## config.mk

```make
export PLATFORM = sky130hd
export DESIGN_NAME = store_unit
export DESIGN_NICKNAME = d
export VERILOG_FILES = /design/src/rtl/store_unit.sv
export SDC_FILE = /design/constraint.sdc
export NUM_CORES = 1
export LEC_CHECK = 0
export CORE_MARGIN = 5
export CORE_UTILIZATION = 29
export DETAILED_ROUTE_END_ITERATION = 8
export PLACE_DENSITY = 0.64
export SKIP_CTS_REPAIR_TIMING = 1
export SYNTH_ARGS = -nofsm -noshare
export SYNTH_HDL_FRONTEND = slang
export SYNTH_SLANG_ARGS = --single-unit
```

## constraint.sdc

```tcl
create_clock -name clk -period 4.35 [get_ports clk]
set_clock_uncertainty 0.2 [all_clocks]
set_input_delay 0.6525 -clock clk [delete_from_list [all_inputs] [get_ports clk]]
set_output_delay 0.6525 -clock clk [all_outputs]
set_load 0.01 [all_outputs]
```

## src/rtl/store_unit.sv

```systemverilog
// Store unit: registers one S-type store per handshake, then drives byte strobes and lane-shifted data
// onto a valid/ready memory port. Define MISALIGN_SPLIT_EN to split bus-word-crossing stores into two beats.
module store_unit #(
   parameter int XLEN = 32
) (
   input  logic              clk,
   input  logic              reset,
   input  logic              st_valid,
   output logic              st_ready,
   input  logic [2:0]        funct3,
   input  logic [31:0]       addr,
   input  logic [XLEN-1:0]   wdata,
   output logic              mem_valid,
   input  logic              mem_ready,
   output logic [31:0]       mem_addr,
   output logic [XLEN-1:0]   mem_wdata,
   output logic [XLEN/8-1:0] mem_we,
   output logic              st_done,
   output logic              st_fault
);
   localparam int NB = XLEN / 8;
   localparam int OW = $clog2(NB);
   localparam int MW = 2 * NB;

   typedef enum logic [1:0] {IDLE, BEAT0, BEAT1, RESP} state_t;

   state_t            state, state_nx;
   logic [1:0]        size_q;
   logic [31:0]       addr_q;
   logic [XLEN-1:0]   wdata_q;
   logic              fault_q;

   logic              accept;
   logic              illegal;
   logic              misalign;
   logic [OW-1:0]     off;
   logic [MW-1:0]     lane_base;
   logic [MW-1:0]     mask2;
   logic [2*XLEN-1:0] wide;
   logic [31:0]       base_addr;

   assign accept  = st_valid && st_ready;
   assign illegal = funct3[2] || ((XLEN == 32) && (funct3[1:0] == 2'b11));

`ifdef MISALIGN_SPLIT_EN
   logic cross;
   assign misalign = 1'b0;
   assign cross    = |mask2[MW-1:NB];
`else
   logic [OW-1:0] align_mask;
   assign align_mask = OW'((32'd1 << funct3[1:0]) - 32'd1);
   assign misalign   = |(addr[OW-1:0] & align_mask);
`endif

   // Strobes and data are built as a double-width window; the upper half is the second beat.
   assign off       = addr_q[OW-1:0];
   assign lane_base = MW'((32'd1 << (32'd1 << size_q)) - 32'd1);
   assign mask2     = lane_base << off;
   assign wide      = {{XLEN{1'b0}}, wdata_q} << {off, 3'b000};
   assign base_addr = {addr_q[31:OW], {OW{1'b0}}};

   always_ff @(posedge clk or posedge reset) begin
      // NOTE: the captured request is reset with the FSM so every output is a clean 0 out of reset.
      if (reset) begin
         state   <= IDLE;
         size_q  <= '0;
         addr_q  <= '0;
         wdata_q <= '0;
         fault_q <= 1'b0;
      end else begin
         state <= state_nx;
         if (accept) begin
            size_q  <= funct3[1:0];
            addr_q  <= addr;
            wdata_q <= wdata;
            fault_q <= illegal || misalign;
         end
      end
   end

   always_comb begin
      // NOTE: every output and the next state get a default first, so no branch can infer a latch.
      state_nx  = state;
      st_ready  = 1'b0;
      mem_valid = 1'b0;
      mem_addr  = '0;
      mem_wdata = '0;
      mem_we    = '0;
      st_done   = 1'b0;
      st_fault  = 1'b0;
      unique case (state)
         IDLE: begin
            st_ready = !reset;
            if (st_valid && !reset)
               state_nx = (illegal || misalign) ? RESP : BEAT0;
         end
         BEAT0: begin
            mem_valid = 1'b1;
            mem_addr  = base_addr;
            mem_we    = mask2[NB-1:0];
            mem_wdata = wide[XLEN-1:0];
            if (mem_ready) begin
`ifdef MISALIGN_SPLIT_EN
               state_nx = cross ? BEAT1 : RESP;
`else
               state_nx = RESP;
`endif
            end
         end
         BEAT1: begin
            mem_valid = 1'b1;
            mem_addr  = base_addr + 32'(NB);
            mem_we    = mask2[MW-1:NB];
            mem_wdata = wide[2*XLEN-1:XLEN];
            if (mem_ready)
               state_nx = RESP;
         end
         RESP: begin
            st_done  = 1'b1;
            st_fault = fault_q;
            state_nx = IDLE;
         end
         default: state_nx = IDLE;
      endcase
   end

endmodule
```

==> metrics.yaml, run 1 <==
min_path:
  worstHoldPathType: "reg -> reg"
  hold_start: "fault_q"
cts:
  cts_buffers: 9
  clockRootBuffer: "clkbuf_16"
  htree_levels: 3
  cts_tree: "built"
  clk_pin_slew_ns: 0.06
  clock-sinks: 69
  clkLatencyLatePin_ns: 0.34
  cts_buffer_depth: 2
worst_setup_path:
  critical_path_arrival_ns: 3.01
  crit_path_end_kind: "output pin"
  worstPathMaxFanout: 12
  r2r-start: "state[0]"
  worst-setup-path-type: "reg -> out"
  cp-start-kind: "flop"
  cp.required_ns: 3.50
  startpoint: "state[0]"
finish:
  seq_area_um2: 1728
  drive_gt1_share_pct: 17.60
  final_nets: 698
  multi_input_area_um2: 2791
  final_area_um2: 6631
  syn_to_final_growth_pct: 39.88
  n_fill_cell: 1576
  diodes: 0
pwr:
  p_sw_mw: 2.165
  power.share.clock_pct: 14.8
  p_sw_share_pct: 43.02
  p_int_mw: 2.868
  leakagePower_nw: 2.629
  vdd_drop_max_mv: 0.2944
  powerDensity_nw_per_um2: 758.9
  sequentialPowerShare_pct: 29.7
  p_comb_share_pct: 55.5
sta:
  max_clock_freq_mhz: 259.0
  setup_violations: 0
  rsz0062_at_grt: "no"
  min_period_ns: 3.861
  finalCritPeriodShare_pct: 88.77
  holdWs_ns: 0.2829
  relSlewSlack_pct: 37.31
  fin_tns_setup_ns: 0
  hold_viol_final: 0
  tightest_slew_ns: 0.9393
  fin_ws_ns: 0.4885
  drv_slew: 0
place:
  preCtsSetupSlack_ns: 0.8689
  place_congestion: 0.8426
  hpwlAfterDp_mm: 11.47
  io_buffers: 140
  dpl-instance-area_um2: 6330
drt:
  ant_nets: 0
  wl_mm: 15.68
  drt-initial-drc-count: 495
  dr.pass1.iters: 5
  viasPerCell: 5.346
  wl_per_cell_um: 18.65
  drcViolationCount: 0
  vias: 4496
grt:
  antenna_found_initial: 0
  grt_use_met1_pct: 20.77
  grt_usage_pct: 16.73
  grt-ovfl-total: 0
  grt_max_degree: 43
  grt_pass1_vias: 4674
  grt_pass1_wl_mm: 24.98
  busiest_layer: "met2"
  met3_usage_pct: 5.225
  grt.met2_usage_pct: 28.04
synthesis:
  synth_edf_count: 0
  yosysTopAreaCell: "dfrtp_1"
  async_flop_share_pct: 100.0
  yosysTopAreaCellShare_pct: 36.42
  synthTopCellsByCount: "mux2_2 (76), dfrtp_1 (69), nor2_1 (44)"
  ys_warn_count: 0
  synth_most_common_cell: "mux2_2"
  avgSynthCellArea_um2: 9.501
  yosysSeqAreaShare_pct: 36.42
  synth_area_um2: 4741
  syn_inst: 499
  ys_ff_latch: 69
  ys.flop_type: "dfrtp_1"
  netlist-cell-type-count: 47
  synth.area.top_cells: "dfrtp_1 (36%), mux2_2 (18%), mux2i_1 (5.5%)"
floorplan:
  pin_count: 143
  die_x_um: 137.9
  fp.dieArea_um2: 19000
  start_util_pct: 29.74
  core_area_um2: 15940
  die_h_um: 137.9
  rows: 46
run:
  maxCapViolations: 0
status:
  outcome: "completed"
power groups by stage:
stage	Combinational (mW)	Sequential [mW]	Clock, mW
finish	2.79	1.49	0.746
global route	3.05	1.56	0.792
CTS	2.80	1.48	0.768
detailed placement	2.78	1.49	0
global placement	2.74	1.47	0
floorplan	1.84	1.24	0
final timing paths:
| path | depth (start not counted) | endpoint | slack [ns] |
|---|---|---|---|
| max reg2reg | 6 | state[1] | 1.64 |
| max | 6 | mem_addr[25] | 0.49 |
| min in group asynchronous | 2 | fault_q | 0.70 |
| min | 2 | fault_q | 0.28 |
| max in group asynchronous | 3 | addr_q[0] | 2.31 |
| min reg2reg | 2 | fault_q | 0.28 |
per-stage QoR:
| stage | power (mW) | std cells | util, % |
|---|---|---|---|
| 3_3_place_gp | 4.207 | 825 | 39.70 |
| 3_5_place_dp | 4.270 | 825 | 39.70 |
| 6_report | 5.033 | 841 | 41.59 |
| 2_1_floorplan | 3.080 | 500 | - |
| 4_1_cts | 5.054 | 841 | 41.59 |
| 5_1_grt | 5.400 | 841 | 41.59 |
routing by layer:
layer	vias up	part of all wire (%)
li1	2115	-
met1	2113	41
met2	245	47
met3	23	9.9
met4	0	1.3
met5	-	0
flip-flops by register name (all words and copies together) (netlist names):
register  count
size_q        2
addr_q       32
fault_q       1
wdata_q      32
state         2
cell usage in the layout (no fill, tap or decap), types with 10 or more instances in the layout:
master           netlist  routed
nand2_1               30      29
mux2i_1               26      26
o21ai_0               33      33
mux2_2                76      76
dfrtp_1               69      68
a22o_1                16      16
a31oi_1               10      10
nand4_1               17      17
a21oi_1               12      12
nand3_1               11      11
clkdlybuf4s50_1        0     140
inv_1                 11      10
nor2_1                44      44
buf_4                  2      13
kinds of logic (layout without fill, tap and decap cells):
logic type | count (synthesis) | in the layout | synth area share, %
and+or+nand+nor | 134 | 134 | 13.91
xor gates and xnor gates | 1 | 1 | 0.1848
DFF | 69 | 69 | 36.42
adders and majority gates | 7 | 7 | 1.847
AOI/OAI and AO/OA | 130 | 130 | 19.19
other | 1 | 2 | 0.07910
buffers and inverters | 55 | 180 | 4.830
muxes | 102 | 102 | 23.54
worst max-delay path: stages (launching register included):
cell and delay [ns]:
dfrtp_1 0.41, inv_1 0.09, ha_1 0.41, and2_1 0.47, nand4_1 0.30, o31ai_1 0.37
clkdlybuf4s50_1 0.61
layout make-up:
cell class,count,area share (%)
clock inverters,6,0.9434
flip-flops and latches,69,26.06
repair buffers,153,22.60
clock buffers,10,3.604
inverters,11,0.6226
well taps,216,4.075
multi-input cells,376,42.09
(Power assumes the default switching activity.)
==> inputs of run 2 (changes only) <==
- PLACE_DENSITY: 0.64 -> unset
- clock period: 4.35 -> 3.3 ns (I/O delays scaled with it)
==> metrics.yaml, run 2 (synthesis results as in run 1) <==
floorplan:
  core_area_um2: 15940  # unchanged
  fp.dieArea_um2: 19000  # unchanged
  rows: 46  # unchanged
  pin_count: 143  # unchanged
  die_h_um: 137.9  # unchanged
  start_util_pct: 29.74  # unchanged
  die_x_um: 137.9  # unchanged
sta:
  relSlewSlack_pct: 61.11  # +24 points
  rsz0062_at_grt: "yes"
  tightest_slew_ns: 0.5825  # -0.3568 ns
  hold_viol_final: 0  # unchanged
  min_period_ns: 3.275
  setup_violations: 0  # unchanged
  finalCritPeriodShare_pct: 99.23
  drv_slew: 0  # unchanged
  holdWs_ns: 0.2846  # +0.001713 ns
  fin_tns_setup_ns: 0  # unchanged
  max_clock_freq_mhz: 305.4
drt:
  wl_per_cell_um: 18.70  # +0.27%
  wl_mm: 16.04  # +2.3%
  vias: 4633  # +3.0%
  drt-initial-drc-count: 380  # -23%
  viasPerCell: 5.400  # +1.0%
  ant_nets: 0  # unchanged
  dr.pass1.iters: 5  # unchanged
  drcViolationCount: 0  # unchanged
finish:
  most-common-layout-cells: "clkdlybuf4s50_1 (128), mux2_2 (76), dfrtp_1 (56), nor2_1 (42), o21ai_0 (32)"
  final_nets: 715  # +2.4%
  fin_cells: 858  # +2.0%
  largestRegisters: "addr_q x32, wdata_q x32"
  drive_gt1_share_pct: 23.83  # +6.2 points
  diodes: 0  # unchanged
  syn_to_final_growth_pct: 45.82
  final_area_um2: 6913  # +4.2%
  final_common_cell: "clkdlybuf4s50_1"
grt:
  grt_pass1_wl_mm: 24.81  # -0.72%
  grt_pass1_vias: 4562  # -2.4%
  grt_usage_pct: 16.71  # -0.019 points
  grt_max_degree: 69  # +60%
  grt-ovfl-total: 0  # unchanged
  antenna_found_initial: 0  # unchanged
worst_setup_path:
  cp-start-kind: "flop"
  worst-setup-path-type: "reg -> out"
  cp.required_ns: 2.60  # -0.90 ns
  worstPathMaxFanout: 7  # -5
  critical_path_arrival_ns: 2.58  # -0.43 ns
  crit_path_end_kind: "output pin"
cts:
  cts_buffers: 9  # unchanged
  clk_pin_slew_ns: 0.06  # about the same
  cts_buffer_depth: 2  # unchanged
  clock-sinks: 69  # unchanged
  cts_tree: "built"
  clockRootBuffer: "clkbuf_16"
  clkLatencyLatePin_ns: 0.34  # about the same
  htree_levels: 3  # unchanged
run:
  maxCapViolations: 0  # unchanged
place:
  dpl-instance-area_um2: 6465  # +2.1%
  hpwlAfterDp_mm: 11.71  # +2.1%
  place_congestion: 0.9228  # +9.5%
  dpl.cell_count: 838  # +1.6%
  io_buffers: 140  # unchanged
min_path:
  worstHoldPathType: "reg -> reg"
status:
  outcome: "completed"
pwr:
  leakagePower_nw: 2.940  # +12%
  powerDensity_nw_per_um2: 998.4  # +32%
  power_mw: 6.902  # +37%
  vdd_drop_max_mv: 0.3626  # +23%
-- run 2: per-stage QoR --
step | setup WS [ns] | utilization (%)
global route | -0.1014 | 43.36
global placement | 0.2376 | 40.55
detailed placement | 0.1163 | 40.55
CTS | -0.2591 | 42.44
floorplan | 0.6869 | -
finish | 0.02538 | 43.36
-- run 2: path summary, 6_finish.rpt --
kind	start	depth (start not counted)	slack (ns)	to
max	addr_q[8]	7	0.03	mem_addr[28]
min	fault_q	2	0.28	fault_q
max reg2reg	state[0]	8	0.99	state[1]
min reg2reg	fault_q	2	0.28	fault_q
max in group asynchronous	reset	3	1.82	addr_q[10]
min in group asynchronous	reset	2	0.40	fault_q
-- run 2: worst max-delay path, cell delays in order, from the launching register on --
cell and delay [ns]:
dfrtp_2 0.41, nand4_1 0.16, nor4_4 0.34, buf_4 0.21, buf_4 0.14, nand4_1 0.07, o31ai_1 0.31, clkdlybuf4s50_1 0.61
-- run 2: cell type report --
cell class | instances | area (µm²)
Tap cell | 216 | 270.3
Multi-Input combinational cell | 376 | 2859
Sequential cell | 69 | 1743
Fill cell | 1513 | 9030
Clock inverter | 6 | 62.56
Timing Repair Buffer | 170 | 1698
Clock buffer | 10 | 239.0
Inverter | 11 | 41.29
-- run 2: power by group --
group | total (mW) | internal, mW | switching, mW
registers | 1.94 | 1.29 | 0.649
clock network | 0.979 | 0.602 | 0.376
logic | 3.98 | 2.05 | 1.94
total | 6.90 | 3.94 | 2.96
-- run 2: layer usage --
metal / vias up / routed length (µm) / track usage [%]
met5: - / 0 / 0
met3: 10 / 1573 / 6.168
li1: 2151 / - / -
met4: 0 / 106 / 3.293
met2: 221 / 7461 / 27.09
met1: 2251 / 6901 / 21.52
